$ cat src/rtl/cache_ctrl_pkg.sv
// Shared types and constants for the data-cache refill controller.
package cache_ctrl_pkg;

  // Controller states: idle/hit pass-through, memory read, memory write, cache fill.
  typedef enum logic [1:0] {
    IDLE   = 2'd0,
    RD_REQ = 2'd1,
    WR_REQ = 2'd2,
    FILL   = 2'd3
  } refill_state_t;

  // Clears the byte-offset bits so every memory and fill access is word aligned.
  // Wide enough for any practical address width; users slice the low bits.
  localparam logic [63:0] WORD_ALIGN_MASK = ~64'h3;

endpackage

$ cat src/rtl/mem_timeout_counter.sv
// Counts request cycles without an ack; flags the cycle on which the wait
// would reach TIMEOUT-1 so the controller can abort on that same edge.
module mem_timeout_counter #(
  parameter int TIMEOUT = 64
) (
  input  logic clk,
  input  logic rst,
  input  logic clear,
  input  logic enable,
  output logic expired
);

  localparam int W = (TIMEOUT > 2) ? $clog2(TIMEOUT) : 1;
  localparam logic [W-1:0] LAST     = W'(TIMEOUT - 1);
  localparam logic [W-1:0] PRE_LAST = W'(TIMEOUT - 2);

  logic [W-1:0] count_q;

  // Cycle counter: restarts on clear, advances while waiting, saturates at TIMEOUT-1.
  always_ff @(posedge clk or posedge rst) begin
    if (rst) begin
      count_q <= '0;
    end else if (clear) begin
      count_q <= '0;
    end else if (enable && (count_q != LAST)) begin
      count_q <= count_q + 1'b1;
    end
  end

  // High when this un-acked cycle is the one that brings the count to TIMEOUT-1.
  assign expired = enable && (count_q == PRE_LAST);

endmodule

$ cat src/rtl/cache_refill_controller.sv
// Miss handler between the CPU load/store port, the cache and data memory.
// Load hits pass through combinationally; load misses and all stores stall,
// run one req/ack memory transaction and finish with a one-cycle cache fill.
module cache_refill_controller
  import cache_ctrl_pkg::*;
#(
  parameter int DATA_WIDTH = 32,
  parameter int ADDR_WIDTH = 32,
  parameter int TIMEOUT    = 64
) (
  input  logic                  clk,
  input  logic                  rst,
  input  logic                  cpu_req_i,
  input  logic                  cpu_we_i,
  input  logic [ADDR_WIDTH-1:0] cpu_addr_i,
  input  logic [DATA_WIDTH-1:0] cpu_wdata_i,
  input  logic                  cache_hit_i,
  input  logic [DATA_WIDTH-1:0] cache_rdata_i,
  output logic                  stall_o,
  output logic                  cpu_rvalid_o,
  output logic [DATA_WIDTH-1:0] cpu_rdata_o,
  output logic                  fill_en_o,
  output logic [ADDR_WIDTH-1:0] fill_addr_o,
  output logic [DATA_WIDTH-1:0] fill_data_o,
  output logic                  mem_req_o,
  output logic                  mem_we_o,
  output logic [ADDR_WIDTH-1:0] mem_addr_o,
  output logic [DATA_WIDTH-1:0] mem_wdata_o,
  input  logic                  mem_ack_i,
  input  logic [DATA_WIDTH-1:0] mem_rdata_i,
  output logic                  timeout_o
);

  localparam logic [ADDR_WIDTH-1:0] ALIGN = WORD_ALIGN_MASK[ADDR_WIDTH-1:0];

  refill_state_t         state_q;
  logic [ADDR_WIDTH-1:0] addr_q;
  logic [DATA_WIDTH-1:0] wdata_q;
  logic [DATA_WIDTH-1:0] rdata_q;
  logic                  we_q;
  logic                  aborted_q;
  logic                  timeout_q;

  logic in_req;
  logic tmo_expired;

  assign in_req = (state_q == RD_REQ) || (state_q == WR_REQ);

  // Wait counter restarts whenever no request is outstanding; an ack stops it.
  mem_timeout_counter #(
    .TIMEOUT(TIMEOUT)
  ) u_timeout (
    .clk    (clk),
    .rst    (rst),
    .clear  (!in_req),
    .enable (in_req && !mem_ack_i),
    .expired(tmo_expired)
  );

  // Controller FSM plus the latched address, store data and captured read data.
  always_ff @(posedge clk or posedge rst) begin
    if (rst) begin
      state_q   <= IDLE;
      addr_q    <= '0;
      wdata_q   <= '0;
      rdata_q   <= '0;
      we_q      <= 1'b0;
      aborted_q <= 1'b0;
      timeout_q <= 1'b0;
    end else begin
      case (state_q)
        IDLE: begin
          if (cpu_req_i && (cpu_we_i || !cache_hit_i)) begin
            addr_q    <= cpu_addr_i & ALIGN;
            we_q      <= cpu_we_i;
            aborted_q <= 1'b0;
            if (cpu_we_i) begin
              wdata_q <= cpu_wdata_i;
              state_q <= WR_REQ;
            end else begin
              state_q <= RD_REQ;
            end
          end
        end
        RD_REQ, WR_REQ: begin
          if (mem_ack_i) begin
            if (state_q == RD_REQ) rdata_q <= mem_rdata_i;
            state_q <= FILL;
          end else if (tmo_expired) begin
            // Abort: an aborted load returns zero, and the error stays set until reset.
            timeout_q <= 1'b1;
            aborted_q <= 1'b1;
            rdata_q   <= '0;
            state_q   <= FILL;
          end
        end
        FILL: state_q <= IDLE;
        default: state_q <= IDLE;
      endcase
    end
  end

  // Output decode; everything is forced low while reset is asserted.
  always_comb begin
    stall_o      = 1'b0;
    cpu_rvalid_o = 1'b0;
    cpu_rdata_o  = '0;
    fill_en_o    = 1'b0;
    fill_addr_o  = '0;
    fill_data_o  = '0;
    mem_req_o    = 1'b0;
    mem_we_o     = 1'b0;
    mem_addr_o   = '0;
    mem_wdata_o  = '0;
    if (!rst) begin
      case (state_q)
        IDLE: begin
          if (cpu_req_i) begin
            if (!cpu_we_i && cache_hit_i) begin
              cpu_rvalid_o = 1'b1;
              cpu_rdata_o  = cache_rdata_i;
            end else begin
              stall_o = 1'b1;
            end
          end
        end
        RD_REQ, WR_REQ: begin
          stall_o    = 1'b1;
          mem_req_o  = 1'b1;
          mem_we_o   = (state_q == WR_REQ);
          mem_addr_o = addr_q;
          if (state_q == WR_REQ) mem_wdata_o = wdata_q;
        end
        FILL: begin
          if (!aborted_q) begin
            fill_en_o   = 1'b1;
            fill_addr_o = addr_q;
            fill_data_o = we_q ? wdata_q : rdata_q;
          end
          if (!we_q) begin
            cpu_rvalid_o = 1'b1;
            cpu_rdata_o  = rdata_q;
          end
        end
        default: ;
      endcase
    end
  end

  assign timeout_o = timeout_q;

endmodule
$ cat config.mk
export PLATFORM = sky130hd
export DESIGN_NAME = cache_refill_controller
export DESIGN_NICKNAME = d
export VERILOG_FILES = /design/src/rtl/cache_ctrl_pkg.sv /design/src/rtl/mem_timeout_counter.sv /design/src/rtl/cache_refill_controller.sv
export SDC_FILE = /design/constraint.sdc
export NUM_CORES = 1
export LEC_CHECK = 0
export BUFFER_PORTS_ARGS = -buffer_cell sky130_fd_sc_hd__buf_2
export CORE_MARGIN = 2
export CORE_UTILIZATION = 30
export CTS_CLUSTER_DIAMETER = 40
export DETAILED_ROUTE_END_ITERATION = 12
export SYNTH_ARGS = -nofsm -noshare
export SYNTH_HDL_FRONTEND = slang
export SYNTH_SLANG_ARGS = --single-unit
$ cat constraint.sdc
create_clock -name clk -period 5.4 [get_ports clk]
set_input_delay 1.08 -clock clk [delete_from_list [all_inputs] [get_ports clk]]
set_output_delay 1.08 -clock clk [all_outputs]
set_load 0.02 [all_outputs]
==> flow_metrics.tcl, run 1 <==
set metrics [dict create \
    min_to "timeout_o$_DFFE_PP0P_" \
    pwr-share-seq 0.336 \
    clock_path_buffers 2 \
    fmax_mhz 243 \
    skew_ns 0.00957 \
    utilization 0.401 \
    critPathLaunchType "register" \
    postCtsSetupRepairBufs 0 \
    hp-class "register to register" \
    worst-r2r-setup-slack_ns 2.93 \
    placed_cells 1159 \
    grt_pass1_wl_um 30800 \
    io_buffers 293 \
    cts_made_buffers 9 \
    initial_core_util 0.305 \
    setup_ws_ns 1.29 \
    cp-end-kind "output port" \
    synth_edf_count 0 \
    path_max_fanout 35 \
    clock_power_share 0.155 \
    pre_cts_ws_ns 1.64 \
    synth.distinct_cells 39 \
    initialDrtViolationCount 330 \
    detail_route.wl_per_cell_um 17.3 \
    cts_resized 0 \
    switchingPower_mw 2.02 \
    hold_depth 1 \
    ys_warn_count 0 \
    hold_ws_ns 0.516 \
    fp.dieH_um 147 \
    yosys-top-cells-area "dfrtp_1 43%, mux2_2 11%, and2_1 6.4%, mux2i_1 5.2%, a22o_1 4.6%" \
    tightest_slew_ns 1.06 \
    relSlewSlack 0.290 \
    htree_levels 3 \
    arrival_ns 3.03 \
    cts_hold_buf 0 \
    finalPower_mw 4.55 \
    r2r-start "state_q[0]$_DFFE_PP0P_" \
    yosysTopAreaCell "dfrtp_1" \
    io_pins 300 \
    period_needed_ns 4.11 \
    postSynthAreaPerCell_um2 9.58 \
    status "finished clean" \
    dp_hpwl_um 14400 \
    clkTransAtPathRegs_ns 0.07 \
    syn_inst 642 \
    leakage_nw 4.35 \
    grtUsageTotal 0.183 \
    vias_per_cell 4.74 \
    ant_nets 0 \
    nets 1041 \
    yosys.area.top_type_share 0.427 \
    layout.cells.non_filler 1175 \
    combPwrFrac 0.509 \
    internal_power_mw 2.53 \
    ff2ff_path_depth 4 \
    grt_overflow 0 \
    drc 0 \
    cp_num_buf_inv 3 \
    p_per_area_mw_per_mm2 562 \
    worstHoldStart "timeout_o$_DFFE_PP0P_" \
    root_buffer "clkbuf_16" \
    grt_pass1_vias 5250 \
    placed_area_mm2 0.00778 \
    yosysSeqAreaShare 0.427 \
    drive_gt1_frac 0.431 \
    timing.rr.end "wdata_q[20]$_DFFE_PP0P_" \
    ys_ff_latch 105 \
    fin_area_mm2 0.00809 \
    rsz0062_at_grt "false" \
    antenna_found_initial 0 \
    p_sw_frac 0.444 \
    synth_ff_type "dfrtp_1" \
    finalHoldViolations 0 \
    core_area_mm2 0.0202 \
    vias 5566 \
    die-width_um 147 \
    cts_tree "built" \
    area_growth_pct 31.6 \
    cts_sinks 105 \
    grt_max_degree 56 \
    clock_latency_ns 0.35 \
    wl_um 20300 \
    critical-path-max-stage-delay_ns 0.65 \
    dieArea_mm2 0.0217 \
    crit_family "simple AND/OR/NAND/NOR gates" \
    crit_path_top_delay_cell "nor2b_4" \
    ir_worst_vdd_v 0.000235 \
    setup_viol 0 \
    cp.required_ns 4.32 \
    fin_setup_tns_ns 0 \
    n_fill_cell 2088 \
    period_share 0.761 \
    row_count 52 \
    drv_slew 0 \
    syn_area_mm2 0.00615 \
    async_flop_share 1.00 \
    crit_chain "inv_1 -> ha_1 -> nor2b_4 -> buf_4 -> and3_1 -> buf_2" \
    place_congestion 0.796 \
    critical_path_class "register to output port" \
    dr.pass1.iters 4 \
    maxCapViolCount 0 \
    diodes 0 \
]
## worst max path at each step
stage	from	endpoint	slack, ns	depth (start not counted)
4_1_cts	state_q[0]$_DFFE_PP0P_	mem_wdata_o[11]	1.29	6
2_1_floorplan	rst	fill_addr_o[22]	0.56	5
6_report	state_q[0]$_DFFE_PP0P_	mem_wdata_o[11]	1.29	6
5_1_grt	state_q[0]$_DFFE_PP0P_	mem_wdata_o[11]	1.11	6
3_5_place_dp	cpu_we_i	cpu_rdata_o[17]	1.64	6
3_3_place_gp	rst	mem_wdata_o[11]	1.67	5
## power groups by stage
stage | clock [mW] | sequential [mW] | combinational (mW)
floorplan | 0 | 1.39 | 1.75
global placement | 0 | 1.53 | 2.30
detailed placement | 0 | 1.55 | 2.33
CTS | 0.729 | 1.53 | 2.34
global route | 0.759 | 1.59 | 2.55
finish | 0.706 | 1.53 | 2.31
## synthesized netlist by cell type (all sizes together) (2+ instances only)
master  count
nand2b      2
a22o       32
nor3b       2
nand3       2
a21oi       3
nor2b       6
mux2i      32
dfrtp     105
nor2       70
and4b       3
and2       63
nand2      36
ha          7
mux2       62
clkbuf     31
buf        27
nand4       2
o31ai       2
o21ai      38
a22oi      32
o21bai      2
inv        39
and3       32
## flip-flops by register name (all words and copies together) (netlist names)
name	cells
rdata_q	32
wdata_q	32
addr_q	30
u_timeout.count_q	6
state_q	2
aborted_q	1
timeout_o	1
we_q	1
## cell usage in the layout (no fill, tap or decap), drive strengths merged, types with 2 or more instances in the layout
master and count:
nand2b 2, mux2i 32, o21ai 38, a21oi 3, dfrtp 105, nand2 36
nand3 2, and2 63, a22oi 32, o21bai 2, buf 302, nor3b 2
and3 32, clkbuf 10, mux2 62, nor2b 6, inv 41, nand4 2
ha 7, nor2 70, and4b 3, a22o 32, conb 4, o31ai 2
clkinvlp 2
## cell families (layout without fill, tap and decap cells)
| family | count (synthesis) | after routing | share of synthesized area |
|---|---|---|---|
| adders and majority gates | 7 | 7 | 0.0142 |
| DFF | 105 | 105 | 0.427 |
| AOI/OAI and AO/OA | 115 | 115 | 0.134 |
| muxes | 94 | 94 | 0.166 |
| other | 1 | 4 | 0.000610 |
| buffers and inverters | 97 | 357 | 0.0716 |
| xor gates and xnor gates | 1 | 1 | 0.00142 |
| and+or+nand+nor | 222 | 222 | 0.185 |
## final cells by class
type | count | area (µm²) | share of cell area
Multi-Input combinational cell | 443 | 3130 | 0.387
Clock inverter | 6 | 72.6 | 0.00897
Tap cell | 270 | 338 | 0.0418
Timing Repair Buffer | 302 | 1530 | 0.190
Clock buffer | 10 | 239 | 0.0295
Sequential cell | 105 | 2630 | 0.325
Inverter | 39 | 150 | 0.0186
## metal layers
| layer | share of wire | track usage | vias to the layer above |
|---|---|---|---|
| met4 | 0.011 | 0.0438 | 0 |
| met3 | 0.060 | 0.0370 | 17 |
| li1 | - | - | 2701 |
| met1 | 0.45 | 0.241 | 2637 |
| met2 | 0.48 | 0.310 | 211 |
| met5 | 0 | 0 | - |
Note: power is estimated with default switching activity, not from simulation.
==> run 2, diff against run 1 <==
Clock period 5.4 ns to 4.3 ns, I/O delays scaled along.
==> flow_metrics.tcl, run 2 (synthesis gave the netlist of run 1 again) <==
set metrics [dict create \
    status "finished clean" \
    grt_pass1_wl_um 30000 \
    dieArea_mm2 0.0217 \
    setup_viol 0 \
    wl_um 19900 \
    crit_path_top_delay_cell "nor2b_4" \
    tightest_slew_ns 1.07 \
    leakage_nw 4.34 \
    initial_core_util 0.305 \
    clock_path_buffers 2 \
    nets 1042 \
    cp-end-kind "output port" \
    antenna_found_initial 3 \
    path_max_fanout 41 \
    period_needed_ns 3.66 \
    critPathLaunchType "register" \
    vias_per_cell 4.70 \
    die-width_um 147 \
    grt_max_degree 61 \
    reg_top3 "rdata_q (32), wdata_q (32), addr_q (30)" \
    dr.pass1.iters 4 \
    cts_tree "built" \
    worstHoldStart "timeout_o$_DFFE_PP0P_" \
    detail_route.wl_per_cell_um 16.9 \
    critical_path_class "register to output port" \
    ff2ff_path_depth 7 \
    n_fill_cell 2061 \
    dp_hpwl_um 13700 \
    final_common_cell "buf_2" \
    clock_latency_ns 0.35 \
    fin_setup_tns_ns 0 \
    finalHoldViolations 0 \
    critical-path-max-stage-delay_ns 0.68 \
    place_congestion 0.747 \
    io_buffers 293 \
    utilization 0.401 \
    relSlewSlack 0.287 \
    arrival_ns 2.80 \
    crit_family "simple AND/OR/NAND/NOR gates" \
    r2r-start "state_q[0]$_DFFE_PP0P_" \
    htree_levels 3 \
    ir_worst_vdd_v 0.000231 \
    cts_resized 0 \
    root_buffer "clkbuf_16" \
    grtUsageTotal 0.178 \
    area_growth_pct 31.4 \
    initialDrtViolationCount 317 \
    clkTransAtPathRegs_ns 0.07 \
    cp.required_ns 3.44 \
    vias 5531 \
    period_share 0.851 \
    row_count 52 \
    cp.depth 6 \
    cts_sinks 105 \
    drv_slew 0 \
    drive_gt1_frac 0.434 \
    critPathLaunch "state_q[0]$_DFFE_PP0P_" \
    hp-class "register to register" \
    cp_num_buf_inv 3 \
    hold_depth 1 \
    cts_made_buffers 9 \
    fmax_mhz 273 \
    grt_pass1_vias 5292 \
    p_per_area_mw_per_mm2 699 \
    grt_overflow 0 \
    cts_hold_buf 0 \
    rsz0062_at_grt "false" \
    ant_nets 0 \
    crit_chain "inv_1 -> ha_1 -> nor2b_4 -> buf_12 -> and3_1 -> buf_2" \
    maxCapViolCount 0 \
    fp.dieH_um 147 \
    io_pins 300 \
    postCtsSetupRepairBufs 0 \
    drc 0 \
    skew_ns 0.00599 \
    core_area_mm2 0.0202 \
    layout_common_cells "293 x buf_2, 104 x dfrtp_1, 69 x nor2_1, 62 x and2_1, 61 x mux2_2" \
]
-- run 2: area by class of cell --
type	instances	area (µm²)	area share
repair buffers	303	1550	0.192
clock buffers	9	225	0.0279
multi-input cells	443	3130	0.387
clock inverters	7	58.8	0.00727
inverters	39	150	0.0186
flip-flops and latches	105	2630	0.325
diodes	2	5.00	0.000619
well taps	270	338	0.0418
-- run 2: stage by stage --
step	setup slack (ns)	cells	power [mW]	hold slack (ns)	instance area, µm²
after detailed placement	1.02	1160	4.87	0.462	7800
after CTS	0.627	1176	5.71	0.491	8080
after global placement	1.02	1160	4.82	0.459	7800
after global routing	0.492	1178	6.07	0.508	8090
final	0.639	1178	5.65	0.488	8090
after floorplan	0.00929	645	3.96	0.463	6180
-- run 2: path summary, 6_finish.rpt --
check / end / slack (ns)
worst max-delay path: mem_wdata_o[8] / 0.64
worst min-delay path: timeout_o$_DFFE_PP0P_ / 0.49
worst max register to register: rdata_q[27]$_DFFE_PP0P_ / 1.57
worst min register to register: timeout_o$_DFFE_PP0P_ / 0.49
max in group asynchronous: rdata_q[6]$_DFFE_PP0P_ / 2.30
min in group asynchronous: addr_q[5]$_DFFE_PP0P_ / 0.74
-- run 2: per-layer routing --
| layer | vias up | routed length (µm) | track usage |
|---|---|---|---|
| li1 | 2708 | - | - |
| met1 | 2604 | 8950 | 0.237 |
| met2 | 203 | 9340 | 0.288 |
| met3 | 16 | 1330 | 0.0394 |
| met4 | 0 | 280 | 0.0582 |
| met5 | - | 0 | 0 |
-- run 2: power by group --
part	total [mW]	internal (mW)	leakage, nW	switching (mW)
combinational	2.93	1.24	2.95	1.69
sequential	1.90	1.47	1.26	0.429
clock	0.817	0.405	0.139	0.412
total	5.65	3.12	4.34	2.53
